## src/rtl/cc_apb_bridge.sv

```systemverilog
`timescale 1ns/1ps
// XBAR slave-port responder that replays one req/gnt transaction at a time as an APB4
// master transfer, with a local address-window check and a PREADY timeout.
module cc_apb_bridge #(
  parameter int              AW       = 32,
  parameter int              DW       = 32,
  parameter logic [AW-1:0]   APB_BASE = 32'h0600_0000,
  parameter logic [AW-1:0]   APB_END  = 32'h0800_0000,
  parameter int              TIMEOUT  = 16
) (
  input  logic            clk_i,
  input  logic            rst_ni,
  input  logic            req_i,
  output logic            gnt_o,
  input  logic [AW-1:0]   addr_i,
  input  logic            we_i,
  input  logic [DW/8-1:0] be_i,
  input  logic [DW-1:0]   wdata_i,
  output logic            rvalid_o,
  output logic [DW-1:0]   rdata_o,
  output logic            err_o,
  output logic [AW-1:0]   paddr_o,
  output logic            psel_o,
  output logic            penable_o,
  output logic            pwrite_o,
  output logic [DW-1:0]   pwdata_o,
  output logic [DW/8-1:0] pstrb_o,
  input  logic            pready_i,
  input  logic [DW-1:0]   prdata_i,
  input  logic            pslverr_i
);

  localparam int              CW        = $clog2(TIMEOUT + 1);
  localparam logic [CW-1:0]   CNT_LAST  = CW'(TIMEOUT - 1);
  localparam logic [AW-1:0]   WORD_MASK = ~(AW'(3));

  typedef enum logic [2:0] {
    S_IDLE,
    S_SETUP,
    S_ACCESS,
    S_RESP,
    S_ERR
  } state_t;

  state_t            r_state;
  logic [CW-1:0]     r_cnt;
  logic              r_psel;
  logic              r_penable;
  logic              r_pwrite;
  logic [AW-1:0]     r_paddr;
  logic [DW-1:0]     r_pwdata;
  logic [DW/8-1:0]   r_pstrb;
  logic              r_rvalid;
  logic [DW-1:0]     r_rdata;
  logic              r_err;

  logic              w_gnt;
  logic              w_in_range;
  logic [AW-1:0]     w_offset;

  assign w_in_range = (addr_i >= APB_BASE) && (addr_i < APB_END);
  assign w_offset   = (addr_i - APB_BASE) & WORD_MASK;
  assign w_gnt      = req_i && (r_state == S_IDLE);

  always_ff @(posedge clk_i or negedge rst_ni) begin
    if (!rst_ni) begin
      r_state   <= S_IDLE;
      r_cnt     <= '0;
      r_psel    <= 1'b0;
      r_penable <= 1'b0;
      r_pwrite  <= 1'b0;
      r_paddr   <= '0;
      r_pwdata  <= '0;
      r_pstrb   <= '0;
      r_rvalid  <= 1'b0;
      r_rdata   <= '0;
      r_err     <= 1'b0;
    end else begin
      case (r_state)
        S_IDLE: begin
          if (w_gnt) begin
            if (w_in_range) begin
              // Read transfers carry no data or strobes on the APB side.
              r_state  <= S_SETUP;
              r_psel   <= 1'b1;
              r_paddr  <= w_offset;
              r_pwrite <= we_i;
              r_pwdata <= we_i ? wdata_i : '0;
              r_pstrb  <= we_i ? be_i : '0;
            end else begin
              r_state  <= S_ERR;
              r_rvalid <= 1'b1;
              r_err    <= 1'b1;
              r_rdata  <= '0;
            end
          end
        end

        S_SETUP: begin
          r_state   <= S_ACCESS;
          r_penable <= 1'b1;
        end

        S_ACCESS: begin
          if (pready_i) begin
            r_state   <= S_RESP;
            r_psel    <= 1'b0;
            r_penable <= 1'b0;
            r_cnt     <= '0;
            r_rvalid  <= 1'b1;
            r_err     <= pslverr_i;
            r_rdata   <= r_pwrite ? '0 : prdata_i;
          end else if (r_cnt == CNT_LAST) begin
            // Peripheral never answered: abandon the transfer and report an error.
            r_state   <= S_RESP;
            r_psel    <= 1'b0;
            r_penable <= 1'b0;
            r_cnt     <= '0;
            r_rvalid  <= 1'b1;
            r_err     <= 1'b1;
            r_rdata   <= '0;
          end else begin
            r_cnt <= r_cnt + CW'(1);
          end
        end

        S_RESP, S_ERR: begin
          r_state  <= S_IDLE;
          r_rvalid <= 1'b0;
          r_err    <= 1'b0;
          r_rdata  <= '0;
        end

        default: begin
          r_state   <= S_IDLE;
          r_psel    <= 1'b0;
          r_penable <= 1'b0;
          r_cnt     <= '0;
          r_rvalid  <= 1'b0;
          r_err     <= 1'b0;
          r_rdata   <= '0;
        end
      endcase
    end
  end

  assign gnt_o     = w_gnt;
  assign rvalid_o  = r_rvalid;
  assign rdata_o   = r_rdata;
  assign err_o     = r_err;
  assign paddr_o   = r_paddr;
  assign psel_o    = r_psel;
  assign penable_o = r_penable;
  assign pwrite_o  = r_pwrite;
  assign pwdata_o  = r_pwdata;
  assign pstrb_o   = r_pstrb;

endmodule

```

## config.mk

```make
export PLATFORM = sky130hd
export DESIGN_NAME = cc_apb_bridge
export DESIGN_NICKNAME = d
export VERILOG_FILES = /design/src/rtl/cc_apb_bridge.sv
export SDC_FILE = /design/constraint.sdc
export NUM_CORES = 1
export LEC_CHECK = 0
export CORE_MARGIN = 8
export CORE_UTILIZATION = 41
export CTS_BUF_LIST = sky130_fd_sc_hd__clkbuf_16
export CTS_CLUSTER_SIZE = 20
export DETAILED_ROUTE_END_ITERATION = 6
export PLACE_DENSITY_LB_ADDON = 0.3
export SYNTH_ARGS = -nofsm -noshare
export SYNTH_HDL_FRONTEND = slang
export SYNTH_SLANG_ARGS = --single-unit
```

## constraint.sdc

```tcl
create_clock -name clk_i -period 2.1 [get_ports clk_i]
set_clock_uncertainty 0.1 [all_clocks]
set_input_delay 0.21 -clock clk_i [delete_from_list [all_inputs] [get_ports clk_i]]
set_output_delay 0.21 -clock clk_i [all_outputs]
set_load 0.02 [all_outputs]
```

==> flow_metrics.env <==
export IMPL_placedCellCount=739
export IMPL_cap_violations=0
export IMPL_count_of_flip_flops_with_a_built_in_enable_after_synthesis=0
export IMPL_drc=0
export IMPL_fp_dieW_um=122
export IMPL_final_instance_count_excl_fill=759
export IMPL_critical_path_reg2reg_startpoint="r_cnt[0]"
export IMPL_area_growth_pct=61.7
export IMPL_floorplan_io_pins=212
export IMPL_cts_root_buf="sky130_fd_sc_hd__clkbuf_16"
export IMPL_grt_antenna_before_repair=0
export IMPL_synth_warning_count=0
export IMPL_syn_inst=385
export IMPL_pwr_share_clk=0.267
export IMPL_crit_path_capture_type="register"
export IMPL_intPower_uw=4130
export IMPL_critPathMaxFanout=12
export IMPL_post_synth_most_frequent_cells="111 x sky130_fd_sc_hd__dfrtp_1, 85 x sky130_fd_sc_hd__o21ai_0, 44 x sky130_fd_sc_hd__nand2_1"
export IMPL_num_nets_final=722
export IMPL_worst_r2r_path_depth=7
export IMPL_dr_pass1_iters=4
export IMPL_core_rowCount=38
export IMPL_place_hpwl_um=10600
export IMPL_power_frac_seq=0.427
export IMPL_utilization=0.683
export IMPL_clkTransAtPathRegs_ps=80
export IMPL_synth_async_sr_flop_share=1.00
export IMPL_power_density_mw_per_mm2=806
export IMPL_mean_cell_area_of_the_mapped_netlist_um2=11.9
export IMPL_mappedNetlistArea_mm2=0.00460
export IMPL_numPortBuffers=209
export IMPL_critical_path_class="in2reg"
export IMPL_hold_violations=0
export IMPL_drt_vias_per_instance=5.14
export IMPL_initialDrtViolationCount=207
export IMPL_worst_endpoint_arrival_ps=2200
export IMPL_worst_hold_slack_ps=196
export IMPL_worst_endpoint_required_ps=2230
export IMPL_finalSetupViolCount=0
export IMPL_swShare=0.310
export IMPL_timing_setup_tns_ps=0
export IMPL_final_min_period_over_clock_period=0.984
export IMPL_ys_seq_elements=111
export IMPL_share_comb_of_total_power=0.305
export IMPL_route_vias_total=3904
export IMPL_clock_fmax_mhz=484
export IMPL_clk_latency_ps=330
export IMPL_final_layout_size_suffix_gt1_frac=0.152
export IMPL_power_net_switching_uw=1860
export IMPL_reg2reg_slack_ps=260
export IMPL_initial_core_util=0.423
export IMPL_period_needed_ps=2070
export IMPL_maximum_number_of_pins_on_one_net_before_global_route_repair=55
export IMPL_synthFlopType="sky130_fd_sc_hd__dfrtp_1"
export IMPL_cts_tree="done"
export IMPL_antenna_cells_inserted=0
export IMPL_ant_nets=0
export IMPL_design_die_area_mm2=0.0149
export IMPL_post_synth_main_area_contributors="sky130_fd_sc_hd__dfrtp_1 60%, sky130_fd_sc_hd__o21ai_0 9.2%, sky130_fd_sc_hd__mux2_4 6.5%, sky130_fd_sc_hd__a22o_1 6.3%, sky130_fd_sc_hd__nand2_1 3.6%"
export IMPL_worst_pin_slew_ps=527
export IMPL_grt_pass1_vias=4114
export IMPL_max_slew_margin=0.639
export IMPL_cts_buffer_depth=2
export IMPL_yosys_cell_types_count=41
export IMPL_numClockSinks=111
export IMPL_top_cell_type_by_total_area_after_synthesis="sky130_fd_sc_hd__dfrtp_1"
export IMPL_overflow=0
export IMPL_routedWlPerCell_um=18.8
export IMPL_min_path_type="in2async"
export IMPL_tritoncts_num_buffers=9
export IMPL_grt_pass1_wl_um=21900
export IMPL_core_region_area_mm2=0.0109
export IMPL_final_max_slew_viol_count=0
export IMPL_power_ir_vdd_worst_v=0.000453
export IMPL_cts_max_level=3
export IMPL_synth_top_cell_area_share=0.604
export IMPL_detail_route_wirelength_um=14300
export IMPL_total_routing_usage_gr=0.185
export IMPL_final_total_pwr_uw=5990
export IMPL_synthMostInstantiatedCell="sky130_fd_sc_hd__dfrtp_1"
export IMPL_run_status="complete, no violations"
export IMPL_die_extent_in_y_um=122
export IMPL_critPathLaunchType="primary input"
export IMPL_globalplace_congestion=0.792
export IMPL_power_static_leakage_uw=0.00336
export IMPL_synth_seq_area_share=0.604
export IMPL_worstReg2RegEnd="rdata_o[8]"
sequential cells by signal, indices dropped and copies added, names as in the netlist, 3 cells and up:
signal and count:
pwdata_o 32, rdata_o 32, paddr_o 30, r_cnt 5, pstrb_o 4, r_state 3
final cells by class:
cell class | instances | area [um^2]
inverters | 5 | 18.8
flip-flops and latches | 111 | 2780
clock buffers | 9 | 225
fillers | 826 | 3450
repair buffers | 247 | 2490
multi-input cells | 240 | 1700
well taps | 140 | 175
clock inverters | 7 | 53.8
repair_timing:
action / in CTS / in global routing
hold endpoints to repair: 82 / 0
hold buffers: 1 / 0
cloned: 0 / 2
resized for setup: 2 / 19
pin swaps: 0 / 3
setup endpoints to repair: 62 / 66
buffers inserted: 0 / 1
cell families (layout without fill, tap and decap cells):
group / count (synthesis) / after routing / share of synthesized area
adders and majority gates: 2 / 2 / 0.00544
and+or+nand+nor: 74 / 74 / 0.0851
DFF: 111 / 111 / 0.604
muxes: 27 / 27 / 0.0819
AOI/OAI and AO/OA: 134 / 134 / 0.181
buffers and inverters: 35 / 268 / 0.0405
other: 1 / 2 / 0.000815
xor gates and xnor gates: 1 / 1 / 0.00190
routing by layer:
layer / vias to the layer above / global-route usage / routed length [um]
met3: 16 / 0.0777 / 1530
met1: 1900 / 0.218 / 5710
met5: - / 0 / 0
met4: 0 / 0.0609 / 234
li1: 1835 / - / -
met2: 153 / 0.300 / 6780
stage by stage:
step           cell area [um^2]  worst slack (ps)
2_1_floorplan              4600              88.1
3_3_place_gp               7040              -326
3_5_place_dp               7040              -440
4_1_cts                    7340              3.22
5_1_grt                    7440             -53.9
6_report                   7440              34.5
critical path: stages:
cell	delay, ps
sky130_fd_sc_hd__clkdlybuf4s50_1	510
sky130_fd_sc_hd__ha_2	210
sky130_fd_sc_hd__nor4b_4	200
sky130_fd_sc_hd__nand4_1	170
sky130_fd_sc_hd__o21ai_2	230
sky130_fd_sc_hd__nand3_4	150
sky130_fd_sc_hd__clkbuf_16	210
sky130_fd_sc_hd__mux2_4	310
cell usage in the layout (no fill, tap or decap), types with 5 or more instances in the layout:
cell	count
sky130_fd_sc_hd__a22o_1	33
sky130_fd_sc_hd__nand2_1	44
sky130_fd_sc_hd__buf_12	6
sky130_fd_sc_hd__inv_1	5
sky130_fd_sc_hd__buf_4	30
sky130_fd_sc_hd__dfrtp_1	111
sky130_fd_sc_hd__o21ai_0	74
sky130_fd_sc_hd__mux2_4	20
sky130_fd_sc_hd__clkdlybuf4s50_1	206
sky130_fd_sc_hd__mux2_2	5
sky130_fd_sc_hd__nor4_2	5
sky130_fd_sc_hd__clkbuf_16	11
sky130_fd_sc_hd__o21ai_1	12
power groups by stage:
stage	registers, uW	logic (uW)	clock network (uW)
finish	2560	1830	1600
CTS	2560	1840	1640
global route	2590	1960	1720
floorplan	2830	603	0
global placement	2580	1780	0
detailed placement	2600	1830	0
how the worst max path moves through the flow:
| stage | start | endpoint | slack (ps) | depth (start not counted) |
|---|---|---|---|---|
| after floorplan | r_state[2] | paddr_o[10] | 90 | 8 |
| after global placement | addr_i[25] | paddr_o[9] | -330 | 8 |
| final | addr_i[26] | paddr_o[15] | 30 | 8 |
| after global routing | addr_i[11] | paddr_o[15] | -50 | 7 |
| after CTS | addr_i[3] | paddr_o[24] | 3 | 8 |
| after detailed placement | addr_i[25] | pstrb_o[1] | -440 | 9 |
No activity file was read; power rests on OpenSTA's default activity.
